File: config.mk
export PLATFORM = sky130hd
export DESIGN_NAME = pc_sequencer_flat
export DESIGN_NICKNAME = d
export VERILOG_FILES = /design/src/rtl/pc_sequencer_if.sv /design/src/rtl/pc_sequencer.sv /design/src/flat_wrapper.sv
export SDC_FILE = /design/constraint.sdc
export NUM_CORES = 1
export LEC_CHECK = 0
export BUFFER_PORTS_ARGS = -buffer_cell sky130_fd_sc_hd__clkbuf_2
export CORE_MARGIN = 3
export CORE_UTILIZATION = 40
export CTS_CLUSTER_SIZE = 28
export DETAILED_ROUTE_END_ITERATION = 8
export SLEW_MARGIN = 20
export SYNTH_ARGS = -nofsm -noshare
export SYNTH_HDL_FRONTEND = slang
export SYNTH_SLANG_ARGS = --single-unit
File: constraint.sdc
create_clock -name Clk -period 2.45 [get_ports Clk]
set_clock_uncertainty 0.05 [all_clocks]
set_input_delay 0.245 -clock Clk [delete_from_list [all_inputs] [get_ports Clk]]
set_output_delay 0.245 -clock Clk [all_outputs]
set_load 0.02 [all_outputs]
File: src/rtl/pc_sequencer_if.sv
// Branch-side bundle between the control decoder/ALU and the PC sequencer,
// plus the sequencer's fetch address and run status.
interface pc_sequencer_if #(
  parameter int PC_WIDTH     = 10,
  parameter int OFFSET_WIDTH = 8,
  parameter int CYC_WIDTH    = 16
);
  logic                    Start;
  logic [1:0]              PCRegSelect;
  logic                    JumpEqual;
  logic                    JumpNotEqual;
  logic                    StorePC;
  logic                    OffsetEn;
  logic [OFFSET_WIDTH-1:0] Offset;
  logic                    Zero;
  logic                    Ack;
  logic [PC_WIDTH-1:0]     ProgCounter;
  logic                    Busy;
  logic                    Done;
  logic [CYC_WIDTH-1:0]    CycleCount;

  modport master (
    output Start, PCRegSelect, JumpEqual, JumpNotEqual, StorePC, OffsetEn,
           Offset, Zero, Ack,
    input  ProgCounter, Busy, Done, CycleCount
  );

  modport slave (
    input  Start, PCRegSelect, JumpEqual, JumpNotEqual, StorePC, OffsetEn,
           Offset, Zero, Ack,
    output ProgCounter, Busy, Done, CycleCount
  );
endinterface

File: src/rtl/pc_sequencer.sv
// Program counter and branch resolution: IDLE/RUN/HALT sequencing, three PC
// link registers, conditional jumps through them and a saturating run counter.
module pc_sequencer #(
  parameter int PC_WIDTH     = 10,
  parameter int OFFSET_WIDTH = 8,
  parameter int START_ADDR   = 0,
  parameter int CYC_WIDTH    = 16
) (
  input  logic         Clk,
  input  logic         Reset_n,
  pc_sequencer_if.slave bus
);

  typedef enum logic [1:0] {
    ST_IDLE = 2'd0,
    ST_RUN  = 2'd1,
    ST_HALT = 2'd2
  } state_t;

  localparam logic [PC_WIDTH-1:0]  START_PC = PC_WIDTH'(START_ADDR);
  localparam logic [CYC_WIDTH-1:0] CYC_MAX  = '1;

  state_t               state_q, state_d;
  logic [PC_WIDTH-1:0]  pc_q, pc_d;
  logic [PC_WIDTH-1:0]  pcreg_q [1:3];
  logic [PC_WIDTH-1:0]  pcreg_d [1:3];
  logic [CYC_WIDTH-1:0] cyc_q, cyc_d;
  logic                 busy_q, busy_d;
  logic                 done_q, done_d;

  logic                 taken;
  logic [PC_WIDTH-1:0]  jump_tgt;
  logic [PC_WIDTH-1:0]  off_ext;
  logic [PC_WIDTH-1:0]  store_val;

  assign off_ext   = PC_WIDTH'($signed(bus.Offset[OFFSET_WIDTH-1:0]));
  assign store_val = bus.OffsetEn ? pc_q + off_ext : pc_q;

  // Select 00 never names a register, so it can never produce a taken jump.
  assign taken = (bus.PCRegSelect != 2'b00) &&
                 ((bus.JumpEqual && bus.Zero) || (bus.JumpNotEqual && !bus.Zero));

  always_comb begin
    jump_tgt = '0;
    case (bus.PCRegSelect)
      2'd1:    jump_tgt = pcreg_q[1];
      2'd2:    jump_tgt = pcreg_q[2];
      2'd3:    jump_tgt = pcreg_q[3];
      default: jump_tgt = '0;
    endcase
  end

  always_comb begin
    state_d = state_q;
    pc_d    = pc_q;
    cyc_d   = cyc_q;
    for (int i = 1; i <= 3; i++) begin
      pcreg_d[i] = pcreg_q[i];
    end

    case (state_q)
      ST_IDLE, ST_HALT: begin
        if (bus.Start) begin
          state_d = ST_RUN;
          pc_d    = START_PC;
          cyc_d   = '0;
        end
      end
      ST_RUN: begin
        if (cyc_q != CYC_MAX) begin
          cyc_d = cyc_q + 1'b1;
        end
        if (bus.Ack) begin
          state_d = ST_HALT;
        end else if (taken) begin
          pc_d = jump_tgt;
        end else begin
          pc_d = pc_q + 1'b1;
        end
        // The jump above read the old link value; the store lands at the edge.
        for (int i = 1; i <= 3; i++) begin
          if (bus.StorePC && (bus.PCRegSelect == 2'(i))) begin
            pcreg_d[i] = store_val;
          end
        end
      end
      default: state_d = ST_IDLE;
    endcase

    busy_d = (state_d == ST_RUN);
    done_d = (state_d == ST_HALT);
  end

  always_ff @(posedge Clk or negedge Reset_n) begin
    if (!Reset_n) begin
      state_q <= ST_IDLE;
      pc_q    <= START_PC;
      cyc_q   <= '0;
      busy_q  <= 1'b0;
      done_q  <= 1'b0;
      for (int i = 1; i <= 3; i++) begin
        pcreg_q[i] <= '0;
      end
    end else begin
      state_q <= state_d;
      pc_q    <= pc_d;
      cyc_q   <= cyc_d;
      busy_q  <= busy_d;
      done_q  <= done_d;
      for (int i = 1; i <= 3; i++) begin
        pcreg_q[i] <= pcreg_d[i];
      end
    end
  end

  assign bus.ProgCounter = pc_q;
  assign bus.Busy        = busy_q;
  assign bus.Done        = done_q;
  assign bus.CycleCount  = cyc_q;

endmodule

File: src/flat_wrapper.sv
// flat-port wrapper written by rule: the top's interface ports become plain ports
module pc_sequencer_flat 
#(
  parameter int PC_WIDTH     = 10,
  parameter int OFFSET_WIDTH = 8,
  parameter int START_ADDR   = 0,
  parameter int CYC_WIDTH    = 16
)
  (Clk, Reset_n, bus_Start, bus_PCRegSelect, bus_JumpEqual, bus_JumpNotEqual, bus_StorePC, bus_OffsetEn, bus_Offset, bus_Zero, bus_Ack, bus_ProgCounter, bus_Busy, bus_Done, bus_CycleCount);
  pc_sequencer_if #(.PC_WIDTH(PC_WIDTH), .OFFSET_WIDTH(OFFSET_WIDTH), .CYC_WIDTH(CYC_WIDTH)) bus_i ();
  input  logic Clk;
  input  logic Reset_n;
  input wire logic [$bits(bus_i.Start)-1:0] bus_Start;
  input wire logic [$bits(bus_i.PCRegSelect)-1:0] bus_PCRegSelect;
  input wire logic [$bits(bus_i.JumpEqual)-1:0] bus_JumpEqual;
  input wire logic [$bits(bus_i.JumpNotEqual)-1:0] bus_JumpNotEqual;
  input wire logic [$bits(bus_i.StorePC)-1:0] bus_StorePC;
  input wire logic [$bits(bus_i.OffsetEn)-1:0] bus_OffsetEn;
  input wire logic [$bits(bus_i.Offset)-1:0] bus_Offset;
  input wire logic [$bits(bus_i.Zero)-1:0] bus_Zero;
  input wire logic [$bits(bus_i.Ack)-1:0] bus_Ack;
  output wire logic [$bits(bus_i.ProgCounter)-1:0] bus_ProgCounter;
  output wire logic [$bits(bus_i.Busy)-1:0] bus_Busy;
  output wire logic [$bits(bus_i.Done)-1:0] bus_Done;
  output wire logic [$bits(bus_i.CycleCount)-1:0] bus_CycleCount;
  assign bus_i.Start = bus_Start;
  assign bus_i.PCRegSelect = bus_PCRegSelect;
  assign bus_i.JumpEqual = bus_JumpEqual;
  assign bus_i.JumpNotEqual = bus_JumpNotEqual;
  assign bus_i.StorePC = bus_StorePC;
  assign bus_i.OffsetEn = bus_OffsetEn;
  assign bus_i.Offset = bus_Offset;
  assign bus_i.Zero = bus_Zero;
  assign bus_i.Ack = bus_Ack;
  assign bus_ProgCounter = bus_i.ProgCounter;
  assign bus_Busy = bus_i.Busy;
  assign bus_Done = bus_i.Done;
  assign bus_CycleCount = bus_i.CycleCount;
  pc_sequencer #(.PC_WIDTH(PC_WIDTH), .OFFSET_WIDTH(OFFSET_WIDTH), .START_ADDR(START_ADDR), .CYC_WIDTH(CYC_WIDTH)) u_core (.Clk(Clk), .Reset_n(Reset_n), .bus(bus_i));
endmodule
Word level (Yosys, flattened, before mapping). Index checks and enable logic that the tools add are counted.

Add/sub/neg operators: 3. $mul: 0. Divide/modulo/power cells: 0. Order comparisons: 0. Equality and inequality tests: 11. Shift operators: 0. Muxes and demuxes: 12. Bitwise logic cells: 0. Reduce and logical (&&, ||, !) cells: 17.

Operators with widths (number): two-way mux 10 bit (4); two-way mux 16 bit (2); one-hot mux 16 bit (2 select lines) (1); one-hot mux 10 bit (3 select lines) (1); one-hot mux 10 bit (2 select lines) (1); adder 16 x 1 -> 16 bit (second input constant) (1); != test 16 bit (second input constant) (1); adder 10 x 1 -> 10 bit (second input constant) (1); adder 10 bit (1); == test 2 bit (second input constant) (4); == test 2 x 1 -> 1 bit (second input constant) (3); logical AND 1 bit (6); AND reduction 2 bit (3); AND reduction 3 bit (2); two-way mux 2 bit (2); != test 2 bit (second input constant) (2); one-hot mux 2 bit (2 select lines) (1); nonzero test 2 bit (2); logical NOT 2 bit (1); != test 2 x 1 -> 1 bit (second input constant) (1); OR reduction 2 bit (1); logical NOT 1 bit (1); logical OR 1 bit (1).

Register bits: 60. Bits in latches: 0. Bits in writable memories: 0. Bits in read-only memories: 0. Bits of input ports: 19. Output and inout port bits: 28. Word-level logic and storage cells: 51. Memories kept: 0.

Longest topological paths before layout.
Depth in word-level cells: 7. Gate-level depth with buffers: 8. Gate-level depth less buffers: 8.

Least setup slack after synthesis. No wires, ideal clock.

Path kind: register -> register. Start point: register u_core.pc_q[0] (netlist: u_core.bus.ProgCounter[0]). End point: register u_core.pcreg_q[16] (netlist name). Library setup time: 0.125 ns. Arrival time: 2.170 ns. Data required time: 2.275 ns. Setup slack: 0.105 ns. Stages on the path, launching flop included: 9. Path buffers: 0. Clock period less this slack: 2.345 ns. Path through: dfrtp_1 > ha_1 > fa_1 > a21o_1 > nand4_1 > nand2_1 > xor2_1 > mux2_2 > mux2_2.

Longest elaborated chain between the ends: 2.

RTL lines: start: declaration (RTL line pc_sequencer.sv:24) `logic [PC_WIDTH-1:0] pc_q, pc_d;`; start signal: assignment (RTL line pc_sequencer.sv:106) `pc_q <= pc_d;`; adder 10 bit (RTL line pc_sequencer.sv:37) `assign store_val = bus.OffsetEn ? pc_q + off_ext : pc_q;`; two-way mux 10 bit (RTL line pc_sequencer.sv:37); end signal: indexed assignment (RTL line pc_sequencer.sv:111) `pcreg_q[i] <= pcreg_d[i];`; end: declaration (RTL line pc_sequencer.sv:25) `logic [PC_WIDTH-1:0] pcreg_q [1:3];`.

Every way passes these cells. A chain may end at the register's enable or synchronous reset.

Worst setup path in the final report. Same ends and word-level chain as after synthesis.

==> qor_table.md <==
| Result | Reported |
|:---|:---|
| Type of the most critical hold path | in -> reg |
| Proportion of power drawn by flip-flops and latches | 42.2% |
| Synthesis warning total | 0 |
| Mapped Cells | 348 |
| TritonCTS clock tree | built |
| Number of primary I/O pins | 47 |
| Number of antenna violations at the first check in global routing | 0 |
| Number of nets produced by synthesis | 379 |
| Dominant synthesized flop cell | sky130_fd_sc_hd__dfrtp_1 |
| Vias post-DR | 2867 |
| Maximum clock insertion buffer count | 2 |
| Cell at the slowest stage of the critical path | sky130_fd_sc_hd__fa_1 |
| Critical Path Source | u_core.bus.ProgCounter[0] |
| Die boundary height | 97.6 µm |
| Overall die area | 9530 µm² |
| Clk Tree Root Cell | sky130_fd_sc_hd__clkbuf_8 |
| Mean number of vias per cell | 5.57 |
| Shortest clock period the worst path allows after layout | 2.31 ns |
| Setup violation total in the final timing report | 0 |
| Die W | 97.6 µm |
| Compound-Gate Fraction of Synth Area | 17.9% |
| Max-Cap Viols | 0 |
| Peak clock frequency supported by timing | 432 MHz |
| Static leakage | 1.94 nW |
| Fraction of final layout cells with drive strength greater than 1 | 24.7% |
| Startpoint types | flop |
| Post-DP HPWL | 6.12 mm |
| Adder-cell share of the synthesized area | 4.70% |
| Quantity of I/O buffers inserted on ports | 46 |
| GRT Total Usage | 18.1% |
| Total number of H-tree levels | 3 |
| Largest net degree at the start of global routing | 61 |
| Area of the core | 7930 µm² |
| Number of synthesized flops with an enable pin | 0 |
| Library cell appearing most often on the critical path | sky130_fd_sc_hd__mux2_2 |
| Post CTS Setup Buffer Count | 0 |
| DRC violation count after routing | 0 |
| Net switching power | 1.09 mW |
| XOR/XNOR share of the synthesized area | 3.91% |
| Vias in the first global route | 2731 |
| Number of rows created at floorplan | 32 |
| Clk_lat worst skew | 0.34 ns |
| Startpoint of the worst hold path | bus_Ack |
| Crit Path Category | reg -> reg |
| CP endpoint kind | flop |
| Sequential area share after synthesis | 44.7% |
| Post-synthesis area per instance | 9.65 µm² |
| Routed WL per cell | 16.1 µm |
| Final antenna diode count | 0 |
| Worst IR drop on VDD | 590 µV |
| Max Transition Viols Final | 0 |
| Global-route wire length before repair | 13.9 mm |
| Clock transition at path regs | 0.07 ns |
| Result of the run | complete, no violations |
| Combinational family with the most area after synthesis | simple AND/OR/NAND/NOR gates |
| Global placer's final weighted congestion | 0.795 |
| Top delay family on crit path | adder cells |
| Relative contribution of combinational cells to total power | 29.0% |
| Worst stage delay on the critical path | 0.41 ns |
| Worst path cell trace | ha_1 -> fa_1 -> a21o_1 -> nand4_1 -> nand2_1 -> xor2_1 -> mux2_2 -> mux2_2 |
| Hold Buf Count CTS | 1 |
| Asr flop ratio synth | 100% |
| Number of cells in the design after placement | 498 |
| Fillers | 765 |
| Required time worst endpoint | 2.62 ns |
| Sink Count | 60 |
| PD cells | 845 nW/µm² |
| Beginning of the worst register-to-register path | u_core.bus.ProgCounter[0] |
| Critical path buffer and inverter count | 0 |
| Overall overflow remaining after global route | 0 |
| Post-layout nets | 439 |
| Growth of design area from synthesis to finish | 19.7% |
| Number of resized instances in the post-cts repair step | 0 |
| Post-synthesis share of cell area spent on and, or, nand and nor gates | 17.9% |
| Mapped cell area | 3360 µm² |
| Wire length reported by the detailed router | 8.30 mm |
| Initial standard-cell utilization of the core | 42.3% |
| Most used cells in the layout excluding fill and tap cells | sky130_fd_sc_hd__dfrtp_1 (60), sky130_fd_sc_hd__clkbuf_2 (46), sky130_fd_sc_hd__nand2_1 (39) |
| Power, Total | 3.40 mW |
| Commonest non-fill, non-tap cell in the layout | sky130_fd_sc_hd__dfrtp_1 |
| Number of distinct standard cells referenced by the synthesized netlist | 48 |
| Worst Tran Pin Value | 0.577 ns |
| Aggregate negative setup slack | 0 ns |
| Setup repair after global routing missed its margin | false |
| Register bit count reported by yosys | 60 |
| Count of antenna-violating nets left after detailed routing | 0 |
| Data arrival time of the critical path | 2.48 ns |
| Biggest fanout along the worst timing path | 3 |
| Part of the cycle the worst path needs | 94.5% |
| Switching share of total power | 32.1% |
| Relative slew slack | 61.5% |
| CTS buffer count | 9 |
| First drt pass iteration count | 4 |
| Fraction of synthesized area in multiplexers | 8.16% |
| Power Internal | 2.31 mW |
| Final standard cell count with taps included and fillers excluded | 515 |
| Number of failing hold endpoints at the final stage | 0 |
| DRC marker count from the first detailed-route iteration | 162 |
| Clock share of power | 28.7% |
## cell families after synthesis
group                      after synthesis
DFF                                     60
adders and majority gates               12
AOI/OAI and AO/OA                       95
and+or+nand+nor                        120
muxes                                   25
buffers and inverters                   21
xor gates and xnor gates                15
## cell type report
class | count | area (µm²) | area share [%]
repair buffers | 66 | 395 | 9.84
clock inverters | 4 | 72.6 | 1.81
flip-flops and latches | 60 | 1500 | 37.4
clock buffers | 12 | 145 | 3.61
well taps | 102 | 128 | 3.18
inverters | 4 | 15.0 | 0.374
multi-input cells | 267 | 1760 | 43.8
## metrics by stage
stage               area, µm²  worst slack [ns]  utilization [%]  hold slack, ns
floorplan                3360             0.105                -          -0.101
global placement         3790             0.202             47.8           0.237
detailed placement       3790             0.148             47.8           0.235
CTS                      4020             0.135             50.7           0.123
global route             4020           0.00560             50.7           0.151
finish                   4020             0.136             50.7           0.142
## per-layer routing
| layer | track usage (%) | up-vias | wire (µm) |
|---|---|---|---|
| li1 | - | 1407 | - |
| met1 | 24.8 | 1369 | 3860 |
| met2 | 28.4 | 79 | 3850 |
| met4 | 5.22 | 0 | 88 |
| met3 | 4.67 | 12 | 500 |
| met5 | 0 | - | 0 |
## power groups by stage
stage | clock [mW] | combinational [mW] | sequential (mW)
floorplan | 0 | 0.611 | 1.49
global placement | 0 | 0.972 | 1.44
detailed placement | 0 | 0.995 | 1.45
CTS | 1.01 | 0.996 | 1.43
global route | 1.06 | 1.11 | 1.48
finish | 0.975 | 0.986 | 1.43
## worst register-to-register path, cell delays in order, from the launching register on
cell	delay [ns]
sky130_fd_sc_hd__dfrtp_1	0.39
sky130_fd_sc_hd__ha_1	0.24
sky130_fd_sc_hd__fa_1	0.41
sky130_fd_sc_hd__a21o_1	0.21
sky130_fd_sc_hd__nand4_1	0.12
sky130_fd_sc_hd__nand2_1	0.09
sky130_fd_sc_hd__xor2_1	0.14
sky130_fd_sc_hd__mux2_2	0.28
sky130_fd_sc_hd__mux2_2	0.27
## state kept, by name, summed over array words and instances, names as in the netlist
register,flops
u_core.bus.ProgCounter,10
u_core.bus.Busy,1
u_core.pcreg_q,30
u_core.bus.Done,1
u_core.bus.CycleCount,16
u_core.state_q,2
## path summary, 6_finish.rpt
path                                        endpoint  slack [ns]  depth (start not counted)
setup reg to reg                  u_core.pcreg_q[16]        0.14                          8
min in group asynchronous  u_core.bus.CycleCount[10]        0.39                          3
setup / recovery                  u_core.pcreg_q[16]        0.14                          8
hold reg to reg                    u_core.pcreg_q[0]        0.42                          2
hold / removal                       u_core.bus.Done        0.14                          2
max in group asynchronous  u_core.bus.ProgCounter[6]        1.67                          3
## Yosys cell counts (2+ instances only)
cell | instances | area (µm²)
sky130_fd_sc_hd__xor2_1 | 11 | 96.3
sky130_fd_sc_hd__nand3_1 | 14 | 70.1
sky130_fd_sc_hd__a21oi_1 | 11 | 55.1
sky130_fd_sc_hd__mux2i_1 | 6 | 60.1
sky130_fd_sc_hd__clkbuf_1 | 8 | 30.0
sky130_fd_sc_hd__xnor2_1 | 4 | 35.0
sky130_fd_sc_hd__o21ai_1 | 3 | 15.0
sky130_fd_sc_hd__dfrtp_1 | 60 | 1500
sky130_fd_sc_hd__a21oi_2 | 2 | 17.5
sky130_fd_sc_hd__o31ai_1 | 3 | 22.5
sky130_fd_sc_hd__nor3_1 | 4 | 20.0
sky130_fd_sc_hd__mux2_2 | 19 | 214
sky130_fd_sc_hd__o22ai_1 | 4 | 25.0
sky130_fd_sc_hd__a21o_1 | 3 | 22.5
sky130_fd_sc_hd__nor2b_1 | 4 | 25.0
sky130_fd_sc_hd__a22oi_1 | 9 | 67.6
sky130_fd_sc_hd__ha_1 | 11 | 138
sky130_fd_sc_hd__buf_2 | 4 | 20.0
sky130_fd_sc_hd__or3_1 | 5 | 31.3
sky130_fd_sc_hd__and4_1 | 2 | 17.5
sky130_fd_sc_hd__a211oi_1 | 2 | 15.0
sky130_fd_sc_hd__nand3b_1 | 5 | 37.5
sky130_fd_sc_hd__and3_1 | 7 | 43.8
sky130_fd_sc_hd__a211o_1 | 2 | 17.5
sky130_fd_sc_hd__nand2_1 | 39 | 146
sky130_fd_sc_hd__nand2b_1 | 5 | 31.3
sky130_fd_sc_hd__o21ai_0 | 38 | 190
sky130_fd_sc_hd__inv_1 | 4 | 15.0
sky130_fd_sc_hd__nand4_1 | 11 | 68.8
sky130_fd_sc_hd__nor2_1 | 20 | 75.1
sky130_fd_sc_hd__clkbuf_2 | 2 | 10.0
sky130_fd_sc_hd__a22o_1 | 10 | 87.6
Note: power is estimated with default switching activity, not from simulation.
